<file path="src/rtl/axis_pkt_gen_pkg.sv">
// rtl/axis_pkt_gen_pkg.sv - shared states, length limits, header offsets and tkeep helper for the packet generator
package axis_pkt_gen_pkg;

  localparam logic [1:0] ST_IDLE  = 2'd0;
  localparam logic [1:0] ST_FRAME = 2'd1;
  localparam logic [1:0] ST_IFG   = 2'd2;

  localparam int MIN_LEN_DEF = 60;
  localparam int MAX_LEN_DEF = 1514;

  localparam int OFF_DST     = 0;
  localparam int OFF_SRC     = 6;
  localparam int OFF_TYPE    = 12;
  localparam int OFF_SEQ     = 14;
  localparam int OFF_PAYLOAD = 18;

  // Byte enables of a frame's final beat from the length residue mod 8.
  function automatic logic [7:0] last_tkeep(input logic [2:0] r);
    return (r == 3'd0) ? 8'hFF : (8'hFF >> (4'd8 - {1'b0, r}));
  endfunction

endpackage

</file>
<file path="src/rtl/axis_pkt_gen_if.sv">
// rtl/axis_pkt_gen_if.sv - 64-bit AXI-Stream TX channel between the generator and the MAC
interface axis_pkt_gen_if;
  logic [63:0] tdata;
  logic        tvalid;
  logic [7:0]  tkeep;
  logic        tlast;
  logic        tready;

  modport master (output tdata, tvalid, tkeep, tlast, input tready);
  modport slave  (input tdata, tvalid, tkeep, tlast, output tready);
endinterface

</file>
<file path="src/rtl/axis_pkt_gen_payload.sv">
// rtl/axis_pkt_gen_payload.sv - 8 payload bytes per beat; PRBS-31 source when PKT_GEN_PRBS_EN is defined
module axis_pkt_gen_payload
  import axis_pkt_gen_pkg::*;
(
`ifdef PKT_GEN_PRBS_EN
  input  logic        clk,
  input  logic        rst,
  input  logic        seed,
  input  logic        advance,
`else
  input  logic [10:0] beat_idx,
`endif
  output logic [63:0] data
);

`ifdef PKT_GEN_PRBS_EN
  logic [30:0] lfsr_q, lfsr_d, lfsr_next;

  // x^31 + x^28 + 1, stepped 64 times; first generated bit lands in byte 0 bit 0.
  function automatic logic [94:0] prbs64(input logic [30:0] s);
    logic [30:0] st;
    logic [63:0] bits;
    logic        fb;
    st   = s;
    bits = '0;
    for (int n = 0; n < 64; n++) begin
      fb   = st[30] ^ st[27];
      bits = {fb, bits[63:1]};
      st   = {st[29:0], fb};
    end
    return {st, bits};
  endfunction

  always_comb begin
    {lfsr_next, data} = prbs64(lfsr_q);
    lfsr_d = lfsr_q;
    if (seed) begin
      lfsr_d = '1;
    end else if (advance) begin
      lfsr_d = lfsr_next;
    end
  end

  always_ff @(posedge clk or posedge rst) begin
    if (rst) begin
      lfsr_q <= '1;
    end else begin
      lfsr_q <= lfsr_d;
    end
  end
`else
  for (genvar k = 0; k < 8; k++) begin : g_byte
    logic [13:0] off;
    assign off = {beat_idx, 3'(k)};
    assign data[8*k +: 8] = 8'(off - 14'(OFF_PAYLOAD));
  end
`endif

endmodule

</file>
<file path="src/rtl/axis_pkt_gen.sv">
// rtl/axis_pkt_gen.sv - Ethernet test-frame source for the 10G MAC TX stream; PKT_GEN_PRBS_EN selects PRBS payload
module axis_pkt_gen
  import axis_pkt_gen_pkg::*;
#(
  parameter int MIN_LEN = MIN_LEN_DEF,
  parameter int MAX_LEN = MAX_LEN_DEF,
  parameter int IFG_W   = 8
) (
  input  logic              clk160m,
  input  logic              reset,
  input  logic              start,
  input  logic              stop,
  input  logic [47:0]       dst_mac,
  input  logic [47:0]       src_mac,
  input  logic [15:0]       ethertype,
  input  logic [13:0]       frame_len,
  input  logic [31:0]       frame_count,
  input  logic [IFG_W-1:0]  ifg_cycles,
  axis_pkt_gen_if.master    axis_tx,
  output logic              busy,
  output logic              done,
  output logic [31:0]       frames_sent
);

  logic [1:0]       state_q, state_d;
  logic [10:0]      beat_idx_q, beat_idx_d, last_idx_q, last_idx_d;
  logic [2:0]       rem_q, rem_d;
  logic [47:0]      dst_q, dst_d, src_q, src_d;
  logic [15:0]      type_q, type_d;
  logic [31:0]      count_q, count_d, frames_sent_q, frames_sent_d;
  logic [IFG_W-1:0] ifg_q, ifg_d, ifg_cnt_q, ifg_cnt_d;
  logic             stop_pend_q, stop_pend_d, done_q, done_d;

  logic [13:0] clamped;
  logic        tvalid_w, xfer, last_beat;
  logic [31:0] fs_inc;
  logic [63:0] pay_data, data_w;
  logic [7:0]  keep_w;

  assign clamped   = (frame_len < 14'(MIN_LEN)) ? 14'(MIN_LEN) :
                     (frame_len > 14'(MAX_LEN)) ? 14'(MAX_LEN) : frame_len;
  assign tvalid_w  = (state_q == ST_FRAME);
  assign xfer      = tvalid_w & axis_tx.tready;
  assign last_beat = (beat_idx_q == last_idx_q);
  assign fs_inc    = frames_sent_q + 32'd1;
  assign keep_w    = !tvalid_w ? 8'h00 : (last_beat ? last_tkeep(rem_q) : 8'hFF);

  axis_pkt_gen_payload u_payload (
`ifdef PKT_GEN_PRBS_EN
    .clk      (clk160m),
    .rst      (reset),
    .seed     (state_q == ST_IDLE && start),
    .advance  (xfer && beat_idx_q >= 11'd2),
`else
    .beat_idx (beat_idx_q),
`endif
    .data     (pay_data)
  );

  // The sequence number of the frame on the wire equals frames completed so far.
  for (genvar k = 0; k < 8; k++) begin : g_lane
    logic [13:0] off;
    int          o;
    logic [7:0]  b;
    always_comb begin
      off = {beat_idx_q, 3'(k)};
      o   = int'(off);
      b   = 8'h00;
      if (o >= OFF_PAYLOAD) begin
        b = pay_data[8*k +: 8];
      end else if (o >= OFF_SEQ) begin
        b = 8'(frames_sent_q >> (8 * (OFF_PAYLOAD - 1 - o)));
      end else if (o >= OFF_TYPE) begin
        b = 8'(type_q >> (8 * (OFF_SEQ - 1 - o)));
      end else if (o >= OFF_SRC) begin
        b = 8'(src_q >> (8 * (OFF_TYPE - 1 - o)));
      end else if (o >= OFF_DST) begin
        b = 8'(dst_q >> (8 * (OFF_SRC - 1 - o)));
      end
    end
    assign data_w[8*k +: 8] = keep_w[k] ? b : 8'h00;
  end

  always_comb begin
    state_d       = state_q;
    beat_idx_d    = beat_idx_q;
    last_idx_d    = last_idx_q;
    rem_d         = rem_q;
    dst_d         = dst_q;
    src_d         = src_q;
    type_d        = type_q;
    count_d       = count_q;
    ifg_d         = ifg_q;
    ifg_cnt_d     = ifg_cnt_q;
    frames_sent_d = frames_sent_q;
    stop_pend_d   = stop_pend_q;
    done_d        = 1'b0;
    case (state_q)
      ST_IDLE: begin
        if (start) begin
          dst_d         = dst_mac;
          src_d         = src_mac;
          type_d        = ethertype;
          count_d       = frame_count;
          ifg_d         = ifg_cycles;
          rem_d         = clamped[2:0];
          last_idx_d    = 11'((clamped + 14'd7) >> 3) - 11'd1;
          beat_idx_d    = '0;
          frames_sent_d = '0;
          stop_pend_d   = 1'b0;
          state_d       = ST_FRAME;
        end
      end
      ST_FRAME: begin
        if (stop) begin
          stop_pend_d = 1'b1;
        end
        if (xfer) begin
          if (last_beat) begin
            frames_sent_d = fs_inc;
            beat_idx_d    = '0;
            if (stop_pend_q || stop || (count_q != 32'd0 && fs_inc == count_q)) begin
              state_d = ST_IDLE;
              done_d  = 1'b1;
            end else if (ifg_q != '0) begin
              state_d   = ST_IFG;
              ifg_cnt_d = ifg_q;
            end
          end else begin
            beat_idx_d = beat_idx_q + 11'd1;
          end
        end
      end
      ST_IFG: begin
        if (stop) begin
          state_d = ST_IDLE;
          done_d  = 1'b1;
        end else if (ifg_cnt_q == IFG_W'(1)) begin
          state_d = ST_FRAME;
        end else begin
          ifg_cnt_d = ifg_cnt_q - IFG_W'(1);
        end
      end
      default: state_d = ST_IDLE;
    endcase
  end

  always_ff @(posedge clk160m or posedge reset) begin
    if (reset) begin
      state_q       <= ST_IDLE;
      beat_idx_q    <= '0;
      last_idx_q    <= '0;
      rem_q         <= '0;
      dst_q         <= '0;
      src_q         <= '0;
      type_q        <= '0;
      count_q       <= '0;
      ifg_q         <= '0;
      ifg_cnt_q     <= '0;
      frames_sent_q <= '0;
      stop_pend_q   <= 1'b0;
      done_q        <= 1'b0;
    end else begin
      state_q       <= state_d;
      beat_idx_q    <= beat_idx_d;
      last_idx_q    <= last_idx_d;
      rem_q         <= rem_d;
      dst_q         <= dst_d;
      src_q         <= src_d;
      type_q        <= type_d;
      count_q       <= count_d;
      ifg_q         <= ifg_d;
      ifg_cnt_q     <= ifg_cnt_d;
      frames_sent_q <= frames_sent_d;
      stop_pend_q   <= stop_pend_d;
      done_q        <= done_d;
    end
  end

  assign axis_tx.tvalid = tvalid_w;
  assign axis_tx.tdata  = data_w;
  assign axis_tx.tkeep  = keep_w;
  assign axis_tx.tlast  = tvalid_w & last_beat;
  assign busy           = (state_q != ST_IDLE);
  assign done           = done_q;
  assign frames_sent    = frames_sent_q;

endmodule

</file>
<file path="src/flat_wrapper.sv">
// flat-port wrapper written by rule: the top's interface ports become plain ports
module axis_pkt_gen_flat import axis_pkt_gen_pkg::*;
#(
  parameter int MIN_LEN = MIN_LEN_DEF,
  parameter int MAX_LEN = MAX_LEN_DEF,
  parameter int IFG_W   = 8
)
  (clk160m, reset, start, stop, dst_mac, src_mac, ethertype, frame_len, frame_count, ifg_cycles, busy, done, frames_sent, axis_tx_tdata, axis_tx_tvalid, axis_tx_tkeep, axis_tx_tlast, axis_tx_tready);
  axis_pkt_gen_if axis_tx_i ();
  input  logic clk160m;
  input  logic reset;
  input  logic start;
  input  logic stop;
  input  logic [47:0] dst_mac;
  input  logic [47:0] src_mac;
  input  logic [15:0] ethertype;
  input  logic [13:0] frame_len;
  input  logic [31:0] frame_count;
  input  logic [IFG_W-1:0] ifg_cycles;
  output logic busy;
  output logic done;
  output logic [31:0] frames_sent;
  output wire logic [$bits(axis_tx_i.tdata)-1:0] axis_tx_tdata;
  output wire logic [$bits(axis_tx_i.tvalid)-1:0] axis_tx_tvalid;
  output wire logic [$bits(axis_tx_i.tkeep)-1:0] axis_tx_tkeep;
  output wire logic [$bits(axis_tx_i.tlast)-1:0] axis_tx_tlast;
  input wire logic [$bits(axis_tx_i.tready)-1:0] axis_tx_tready;
  assign axis_tx_tdata = axis_tx_i.tdata;
  assign axis_tx_tvalid = axis_tx_i.tvalid;
  assign axis_tx_tkeep = axis_tx_i.tkeep;
  assign axis_tx_tlast = axis_tx_i.tlast;
  assign axis_tx_i.tready = axis_tx_tready;
  axis_pkt_gen #(.MIN_LEN(MIN_LEN), .MAX_LEN(MAX_LEN), .IFG_W(IFG_W)) u_core (.clk160m(clk160m), .reset(reset), .start(start), .stop(stop), .dst_mac(dst_mac), .src_mac(src_mac), .ethertype(ethertype), .frame_len(frame_len), .frame_count(frame_count), .ifg_cycles(ifg_cycles), .axis_tx(axis_tx_i), .busy(busy), .done(done), .frames_sent(frames_sent));
endmodule
</file>
<file path="config.mk">
export PLATFORM = sky130hd
export DESIGN_NAME = axis_pkt_gen_flat
export DESIGN_NICKNAME = d
export VERILOG_FILES = /design/src/rtl/axis_pkt_gen_pkg.sv /design/src/rtl/axis_pkt_gen_if.sv /design/src/rtl/axis_pkt_gen_payload.sv /design/src/rtl/axis_pkt_gen.sv /design/src/flat_wrapper.sv
export SDC_FILE = /design/constraint.sdc
export NUM_CORES = 1
export LEC_CHECK = 0
export ABC_CLOCK_PERIOD_IN_PS = 24000
export BUFFER_PORTS_ARGS = -buffer_cell sky130_fd_sc_hd__buf_2
export CAP_MARGIN = 40
export CORE_MARGIN = 2
export CORE_UTILIZATION = 55
export CTS_CLUSTER_SIZE = 25
export DETAILED_ROUTE_END_ITERATION = 10
export PLACE_DENSITY = 0.82
export REMOVE_ABC_BUFFERS = 1
export SLEW_MARGIN = 20
export SYNTH_ARGS = -nofsm -noshare
export SYNTH_HDL_FRONTEND = slang
export SYNTH_SLANG_ARGS = --single-unit
export TNS_END_PERCENT = 20
</file>
<file path="constraint.sdc">
create_clock -name clk160m -period 24 [get_ports clk160m]
set_clock_uncertainty 0.1 [all_clocks]
set_input_delay 4.8 -clock clk160m [delete_from_list [all_inputs] [get_ports clk160m]]
set_output_delay 4.8 -clock clk160m [all_outputs]
set_load 0.05 [all_outputs]
</file>
Word-level counts from Yosys, hierarchy flattened --
Index checks and enable logic that the tools add are counted.
Cells by class: reduce and logical (&&, ||, !) cells 16, mux-type cells 74, add/subtract/negate cells 44, equal/unequal tests 15, multipliers 0, order comparisons 32, shift operators 31, bitwise operators 2, div/mod/pow operators 0
Operators with widths (count):
- $shr 48x32->8 | 14
- $mux 8 | 47
- $shr 16x32->8 | 8
- $shr 32x32->8 | 8
- $sub 4x14->15 const A | 16
- $ge 14x4->1 const B | 16
- $sub 5x14->15 const A | 8
- $ge 14x5->1 const B | 8
- $mux 32 | 3
- $sub 3x14->15 const A | 6
- $ge 14x3->1 const B | 6
- $pmux 32 s2 | 1
- $sub 8x5->8 const B | 8
- $mux 11 | 3
- $add 32x1->32 const B | 1
- $eq 32x32->1 | 1
- $reduce_bool 32->1 | 1
- $mux 14 | 2
- $pmux 11 s2 | 1
- $ne 2x2->1 const B | 8
- $pmux 8 s2 | 1
- $add 14x3->14 const B | 1
- $gt 14x11->1 const B | 1
- $lt 14x6->1 const B | 1
- 27 further kinds | 44
Storage, ports and cells: register bits 221, output and inout port bits 108, memories kept 0, word-level logic and storage cells 227, bits in writable memories 0, bits in read-only memories 0, latch bits 0

Logic depth before layout (Yosys ltp) --
Gate-level depths: netlist of the first run.
depth in word-level cells 8, mapped depth 14, gate-level depth less buffers 12

Hierarchy --
From an unflattened synthesis of the first run, not the netlist that was laid out.
Second synthesis, totals: cells, all modules 1358, area total of the unflattened synthesis 13327.8 µm²
By module, submodules not included:
- axis_pkt_gen | area each 12796.0 µm², cells an instance 1286, times used 1, sequential area each 5530.3 µm²
- axis_pkt_gen_payload | area each 531.8 µm², cells an instance 72, times used 1, sequential area each 0.0 µm²

Least setup slack after synthesis of the first run --
OpenSTA, ideal clock, no wires.
path kind flip-flop to output port, start register u_core.beat_idx_q[5], end output port axis_tx_tdata[3], data required time 19100 ps, setup slack 15586 ps, data arrival time 3514 ps, stages on the path, launching flop included 10, cell sequence dfrtp_1 > clkbuf_1 > nor2_1 > nand3_1 > nor2_1 > nand2_1 > nor3_1 > buf_2 > a221oi_1 > a221oi_1
On the way: word-level cells in the longest chain between the ends 7
RTL lines:
- start, declared | RTL line axis_pkt_gen.sv:26 | logic [10:0] beat_idx_q, beat_idx_d, last_idx_q, last_idx_d;
- start signal, assigned | RTL line axis_pkt_gen.sv:165 | beat_idx_q <= beat_idx_d;
- $sub 3x14->15 / $sub 4x14->15 (equally long branches) | RTL line axis_pkt_gen.sv:78, axis_pkt_gen.sv:76
- $shr 48x32->8, on equally long branches | RTL line axis_pkt_gen.sv:78, axis_pkt_gen.sv:76
- $mux 8 | RTL line axis_pkt_gen.sv:75 | end else if (o >= OFF_SRC) begin
- $mux 8 | RTL line axis_pkt_gen.sv:73 | end else if (o >= OFF_TYPE) begin
- $mux 8 | RTL line axis_pkt_gen.sv:71 | end else if (o >= OFF_SEQ) begin
- $mux 8 | RTL line axis_pkt_gen.sv:69 | if (o >= OFF_PAYLOAD) begin
- $mux 8 * | RTL line axis_pkt_gen.sv:81 | assign data_w[8*k +: 8] = keep_w[k] ? b : 8'h00;
- end, declared | RTL line flat_wrapper.sv:23 | output wire logic [$bits(axis_tx_i.tdata)-1:0] axis_tx_tdata;
Every way passes the cells marked *; elsewhere a longest branch is shown, timed or not.

Final worst setup path of the first run --
start register u_core.beat_idx_q[0], end output port axis_tx_tdata[39]
The elaborated chain is that of the path after synthesis.

==> results of run 1 <==
==> routing by layer <==
metal,wire length [um],vias up
met1,16500,6027
li1,-,5872
met3,4090,125
met5,0,-
met4,1660,0
met2,18300,717
==> cells in the final DEF, fill, tap and decap left out, drive strengths merged, types with 4 or more instances in the layout <==
cell type  count
xnor2         41
o22ai         10
clkinv         6
a31oi         16
a211oi         5
a221oi        41
nor2b          9
a21oi         47
buf          298
o41ai          5
nand2        525
or3            6
ha            21
nand2b         4
xor2          32
dfrtp        221
nor4          35
nand4         23
clkbuf        34
a21o           6
a221o          8
o21ai         75
nor2          88
and3          15
nor3          58
o31ai         14
and4           7
and2          14
a22oi         15
a41oi          5
nand3         35
inv           40
==> flip-flops by register name (all words and copies together) (netlist names) <==
name                flops
u_core.frames_sent     32
u_core.stop_pend_q      1
u_core.type_q          16
u_core.count_q         32
u_core.done             1
u_core.beat_idx_q      11
u_core.last_idx_q      11
u_core.ifg_cnt_q        8
u_core.dst_q           48
u_core.ifg_q            8
u_core.rem_q            3
u_core.state_q          2
u_core.src_q           48
==> Yosys cell counts (all sizes together) (14+ instances only) <==
| cell | n |
|---|---|
| nand2 | 525 |
| dfrtp | 221 |
| nor2 | 88 |
| clkbuf | 86 |
| o21ai | 75 |
| nor3 | 58 |
| a21oi | 47 |
| a221oi | 41 |
| xnor2 | 41 |
| inv | 39 |
| nand3 | 35 |
| nor4 | 35 |
| xor2 | 32 |
| nand4 | 23 |
| buf | 21 |
| ha | 21 |
| a31oi | 16 |
| a22oi | 15 |
| and3 | 15 |
| and2 | 14 |
| o31ai | 14 |
==> path summary, 6_finish.rpt <==
check	startpoint	endpoint	slack, ps	cells after the start
min in group asynchronous	reset	u_core.ifg_q[7]	4240	2
max in group asynchronous	reset	u_core.count_q[8]	18370	3
max reg2reg	u_core.frames_sent[0]	u_core.ifg_cnt_q[1]	19840	10
min	u_core.dst_q[3]	u_core.dst_q[3]	370	2
min reg2reg	u_core.dst_q[3]	u_core.dst_q[3]	370	2
max	u_core.beat_idx_q[0]	axis_tx_tdata[39]	15030	9
==> cell families (layout without fill, tap and decap cells) <==
logic type | count (synthesis) | count (layout)
adder cells (fa/ha/maj) | 21 | 21
flip-flops | 221 | 221
AO/OA/AOI/OAI | 273 | 273
multiplexers | 4 | 4
buffers and inverters | 146 | 383
AND/OR/NAND/NOR | 839 | 839
XOR/XNOR | 73 | 73
==> power by group through the flow <==
| stage | Clock, uW | Combinational [uW] | Sequential, uW |
|---|---|---|---|
| after floorplan | 0 | 702 | 592 |
| after global routing | 417 | 1050 | 646 |
| after global placement | 0 | 908 | 629 |
| final | 399 | 961 | 635 |
| after CTS | 401 | 950 | 630 |
| after detailed placement | 0 | 945 | 633 |
==> critical path: cells and delay by family (launching register included) <==
| kind | cells | cell delay (ps) |
|---|---|---|
| flops | 1 | 750 |
| fa+ha+maj | 1 | 400 |
| buf+inv | 2 | 620 |
| simple gates | 5 | 1580 |
| compound gates | 1 | 170 |
==> layout make-up <==
cell class / instances / share of cell area
multi-input cells: 1210 / 0.434
flip-flops and latches: 221 / 0.366
repair buffers: 299 / 0.110
clock buffers: 33 / 0.0460
well taps: 285 / 0.0236
clock inverters: 12 / 0.0103
inverters: 39 / 0.0102
==> stage by stage <==
step,setup slack [ps],power (uW)
detailed placement,15680,1580
CTS,15090,1980
global route,14800,2110
global placement,15600,1540
finish,15030,1990
floorplan,13050,1290
==> results.json, run 1 <==
{
  "crit_fanout": 17,
  "pwr-share-clk": 0.200,
  "max_slew_margin": 0.379,
  "numClockSinks": 221,
  "htreeDepth": 1,
  "fin_setup_tns_ps": 0,
  "drc": 0,
  "tritoncts": "built",
  "final_cell_area_um2": 15100,
  "wl_per_cell_um": 19.3,
  "drt_iter0_markers": 1312,
  "die_y_um": 156,
  "hold_violations": 0,
  "die_width_um": 156,
  "critPathKind": "reg2out",
  "p_seq_frac": 0.318,
  "seqCellArea_um2": 5530,
  "synth_fa_ha_area_frac": 0.0208,
  "p_per_area_nw_per_um2": 132,
  "drv_cap": 0,
  "diodes": 0,
  "start_kind": "register",
  "critPathSlowestCell": "and3_1",
  "ir_drop_mv": 0.0964,
  "synth_cells": 1577,
  "ys_ff_latch": 221,
  "cp.arrival_ps": 4070,
  "synth_top_family_by_area": "simple AND/OR/NAND/NOR gates",
  "synth_edf_count": 0,
  "vias_per_cell": 6.07,
  "area_delta_synth_final_pct": 19.4,
  "cp_common_cell": "nor3_1",
  "grt_max_degree": 108,
  "fillers": 1909,
  "status": "finished, final reports clean",
  "post_cts_buffers": 0,
  "grtUsageTotal": 0.331,
  "fmax_mhz": 111,
  "hold_buffers": 0,
  "placed_cells": 2050,
  "syn_area_um2": 12700,
  "synth_area_per_cell_um2": 8.02,
  "finalSetupViolCount": 0,
  "placedInstanceArea_um2": 14200,
  "num_rows": 55,
  "crit_required_ps": 19100,
  "insertion_delay_ps": 540,
  "dp_hpwl_um": 28600,
  "overflow": 0,
  "ant_nets": 0,
  "multi_input_area_um2": 6560,
  "vias": 12741,
  "cts_made_buffers": 25,
  "path_cells": "inv_1, ha_1, nor3_1, nand3_1, nor3_2, and3_1, a221oi_1, nor3_1, buf_2",
  "clk_path_buf_depth": 3,
  "root_buffer": "clkbuf_16",
  "initial_core_util": 0.559,
  "period_needed_ps": 8970,
  "synth_compound_area_frac": 0.146,
  "wirelength_um": 40500,
  "clk_pin_slew_worst_paths_ps": 60,
  "swShare": 0.477,
  "yosysSeqAreaShare": 0.437,
  "p_int_uw": 1040,
  "layout-drive-gt1-share": 0.200,
  "grt_pass1_wl_um": 64200,
  "rsz0062_at_grt": "false",
  "yosys.area.top_type_share": 0.437,
  "synth_ff_type": "dfrtp_1",
  "grt_use_met2": 0.523,
  "synth.area.mux_share": 0.00356,
  "max_stage_delay_ps": 780,
  "die_area_um2": 24200,
  "firstDrtPassIters": 8,
  "p_leak_uw": 0.00765,
  "grt_use_met1": 0.442,
  "fin_hold_ws_ps": 374,
  "met3_usage": 0.0744,
  "place.port_buffers": 278,
  "drv_slew": 0,
  "antenna_found_initial": 0,
  "nets": 1988,
  "first_global_vias": 12090,
  "yosys-top-cells-area": "dfrtp_1 44%, nand2_1 16%, a221oi_1 2.8%",
  "hp-class": "reg2reg",
  "cp-end-kind": "output pin",
  "place.gp.congestion": 0.945,
  "instances_no_fill": 2099,
  "synth_warnings": 0,
  "top_usage_layer": "met2",
  "synth_top_cell_by_area": "dfrtp_1",
  "cts_resized": 0,
  "async_flop_share": 1.00,
  "io_pins": 279,
  "fp.coreArea_um2": 22600,
  "yosysUniqueCellTypes": 74,
  "worst_pin_slew_ps": 923,
  "power.switching_uw": 952,
  "finish.utilization": 0.668,
  "synth_simple_gate_area_share": 0.296,
  "synth_xor_area_frac": 0.0505,
  "comb_power_share": 0.482,
  "min_period_over_period": 0.374
}
No activity file was read; power rests on OpenSTA's default activity.
==> run 2: changes to the inputs <==
--- a/config.mk
+++ b/config.mk
@@ -5,14 +5,15 @@
 export SDC_FILE = /design/constraint.sdc
 export NUM_CORES = 1
 export LEC_CHECK = 0
-export ABC_CLOCK_PERIOD_IN_PS = 24000
+export ABC_AREA = 1
+export ABC_CLOCK_PERIOD_IN_PS = 8100
 export BUFFER_PORTS_ARGS = -buffer_cell sky130_fd_sc_hd__buf_2
 export CAP_MARGIN = 40
 export CORE_MARGIN = 2
-export CORE_UTILIZATION = 55
+export CORE_UTILIZATION = 50
 export CTS_CLUSTER_SIZE = 25
 export DETAILED_ROUTE_END_ITERATION = 10
-export PLACE_DENSITY = 0.82
+export PLACE_DENSITY = 0.78
 export REMOVE_ABC_BUFFERS = 1
 export SLEW_MARGIN = 20
 export SYNTH_ARGS = -nofsm -noshare
==> constraint.sdc (replaced) <==
create_clock -name clk160m -period 8.1 [get_ports clk160m]
set_clock_uncertainty 0.1 [all_clocks]
set_input_delay 1.62 -clock clk160m [delete_from_list [all_inputs] [get_ports clk160m]]
set_output_delay 1.62 -clock clk160m [all_outputs]
set_load 0.05 [all_outputs]
==> run 2 against run 1 <==
Synthesized area increased by 4.9%. Sequential power rose to 2.9 times the previous value. Global-route usage down 1.3 points. Sequential share of layout area down 1.6 points. Critical path depth did not move. Utilization down 6.1 points. Power rose to 3.1 times the previous value. Worst hold slack gained 6.0 ps. Cell area grew 4.6%. Combinational power rose to 3.4 times the previous value. Largest cell class unchanged. Largest power group unchanged.
==> results.json, run 2 <==
{
  "ys_ff_latch": 221,
  "mostFrequentLayoutCell": "nand2_1",
  "synth.most_common_cell": "nand2_1",
  "top_regs": "u_core.dst_q (48), u_core.src_q (48)",
  "htreeDepth": 1,
  "first_global_vias": 13651,
  "synth_cells": 1948,
  "status": "finished, final reports clean",
  "rrSetupSlack_ps": 4990,
  "synth_ff_type": "dfrtp_1",
  "die_area_um2": 27900,
  "post_cts_buffers": 0,
  "yosysUniqueCellTypes": 44,
  "num_rows": 59,
  "numClockSinks": 221,
  "crit_fanout": 28,
  "fillers": 2434,
  "final_cell_area_um2": 15800,
  "grt_pass1_wl_um": 71000,
  "yosys.area.top_type_share": 0.417,
  "syn_area_um2": 13300,
  "overflow": 0,
  "synth_commonest_cells": "837 x nand2_1, 221 x dfrtp_1, 190 x inv_1, 143 x nor2_1, 135 x nand3_1",
  "hold_buffers": 0,
  "yosysSeqAreaShare": 0.417,
  "die_width_um": 167,
  "clk_path_buf_depth": 3,
  "synth_area_per_cell_um2": 6.81,
  "ir_drop_mv": 0.295,
  "finalSetupViolCount": 0,
  "hold_violations": 0,
  "vias": 14167,
  "cp.arrival_ps": 4440,
  "layout-drive-gt1-share": 0.167,
  "rsz0062_at_grt": "false",
  "async_flop_share": 1.00,
  "drc": 0,
  "clk_pin_slew_worst_paths_ps": 60,
  "fp.coreArea_um2": 26100,
  "wirelength_um": 45300,
  "crit_required_ps": 6380,
  "power_uw": 6180,
  "placedInstanceArea_um2": 15000,
  "place.port_buffers": 278,
  "period_needed_ps": 6160,
  "cp-end-kind": "output pin",
  "firstDrtPassIters": 8,
  "vias_per_cell": 5.56,
  "grtUsageTotal": 0.318,
  "insertion_delay_ps": 540,
  "place.gp.congestion": 0.948,
  "ant_nets": 0,
  "cts_made_buffers": 26,
  "yosys-top-cells-area": "dfrtp_1 42%, nand2_1 24%, inv_1 5.4%",
  "die_y_um": 167,
  "drv_cap": 0,
  "synth_edf_count": 0,
  "start_kind": "register",
  "initial_core_util": 0.509,
  "area_delta_synth_final_pct": 19.2,
  "final_cell_mix": "836 x nand2_1, 278 x buf_2, 221 x dfrtp_1",
  "synth_top_cell_by_area": "dfrtp_1",
  "p_leak_uw": 0.00842,
  "cts_resized": 0,
  "wl_per_cell_um": 17.8,
  "max_slew_margin": 0.443,
  "fmax_mhz": 162,
  "critPathKind": "reg2out",
  "drv_slew": 0,
  "nets": 2390,
  "hp-class": "reg2reg",
  "tritoncts": "built",
  "root_buffer": "clkbuf_16",
  "synth_warnings": 0,
  "dp_hpwl_um": 34000,
  "min_period_over_period": 0.761,
  "worst_pin_slew_ps": 835,
  "grt_max_degree": 94,
  "io_pins": 279,
  "finish.utilization": 0.607,
  "drt_iter0_markers": 1257,
  "p_per_area_nw_per_um2": 391,
  "antenna_found_initial": 3
}
[run 2: changes by cell type after synthesis, sizes merged, moves of 23 or more]
cell    delta
a221oi    -41
clkbuf    -33
inv      +159
nand2    +318
nand3    +101
nor2      +69
nor3      -42
nor4      -25
o22ai     +23
xnor2     -33
[run 2: metrics by stage]
step | cells | setup slack (ps) | setup TNS, ps | hold WS [ps]
3_3_place_gp | 2497 | 2520 | 0 | 363
6_report | 2549 | 1940 | 0 | 380
3_5_place_dp | 2504 | 2540 | 0 | 365
5_1_grt | 2549 | 1700 | 0 | 392
4_1_cts | 2547 | 1940 | 0 | 381
2_1_floorplan | 1878 | -236 | -6580 | 349
[run 2: cell families after synthesis]
group / count (synthesis) / share of synthesized area
adder cells (fa/ha/maj): 21 / 0.0198
buffers and inverters: 272 / 0.0791
flip-flops: 221 / 0.417
AND/OR/NAND/NOR: 1199 / 0.371
AO/OA/AOI/OAI: 207 / 0.0924
XOR/XNOR: 28 / 0.0211
[run 2: path summary, 6_finish.rpt]
path                                  startpoint  cells past startpoint                    to
setup reg to reg           u_core.frames_sent[1]                     18   u_core.ifg_cnt_q[5]
hold reg to reg                 u_core.dst_q[36]                      2      u_core.dst_q[36]
max in group asynchronous                  reset                      4  u_core.beat_idx_q[9]
setup / recovery            u_core.beat_idx_q[0]                      9     axis_tx_tdata[22]
min in group asynchronous                  reset                      2       u_core.dst_q[0]
hold / removal                  u_core.dst_q[36]                      2      u_core.dst_q[36]
[run 2: power by group]
group | switching, uW | internal (uW) | leakage [uW]
clock | 468 | 670 | 0.000402
sequential | 297 | 1520 | 0.00280
combinational | 2390 | 836 | 0.00522
[run 2: final cells by class]
type,instances,area [um2],area share
Multi-Input combinational cell,1455,6710,0.424
Timing Repair Buffer,292,1580,0.0997
Clock buffer,37,753,0.0476
Sequential cell,221,5530,0.350
Clock inverter,6,55.1,0.00348
Inverter,202,771,0.0487
Tap cell,335,419,0.0265
Antenna cell,1,2.50,0.000158
[run 2: worst max-delay path, cell delays in order, from the launching register on]
cell and delay [ps]:
dfrtp_1 750, clkinv_1 430, ha_1 430, nor4_1 310, nand3_1 190, inv_1 550
buf_4 480, nand2_1 90, a311oi_1 330, buf_2 320
[run 2: routing by layer]
metal / part of all wire / vias up / GRT usage
met5: 0.00060 / - / 0
met1: 0.40 / 6580 / 0.419
met3: 0.092 / 131 / 0.0596
li1: - / 6718 / -
met2: 0.46 / 734 / 0.512
met4: 0.047 / 4 / 0.141
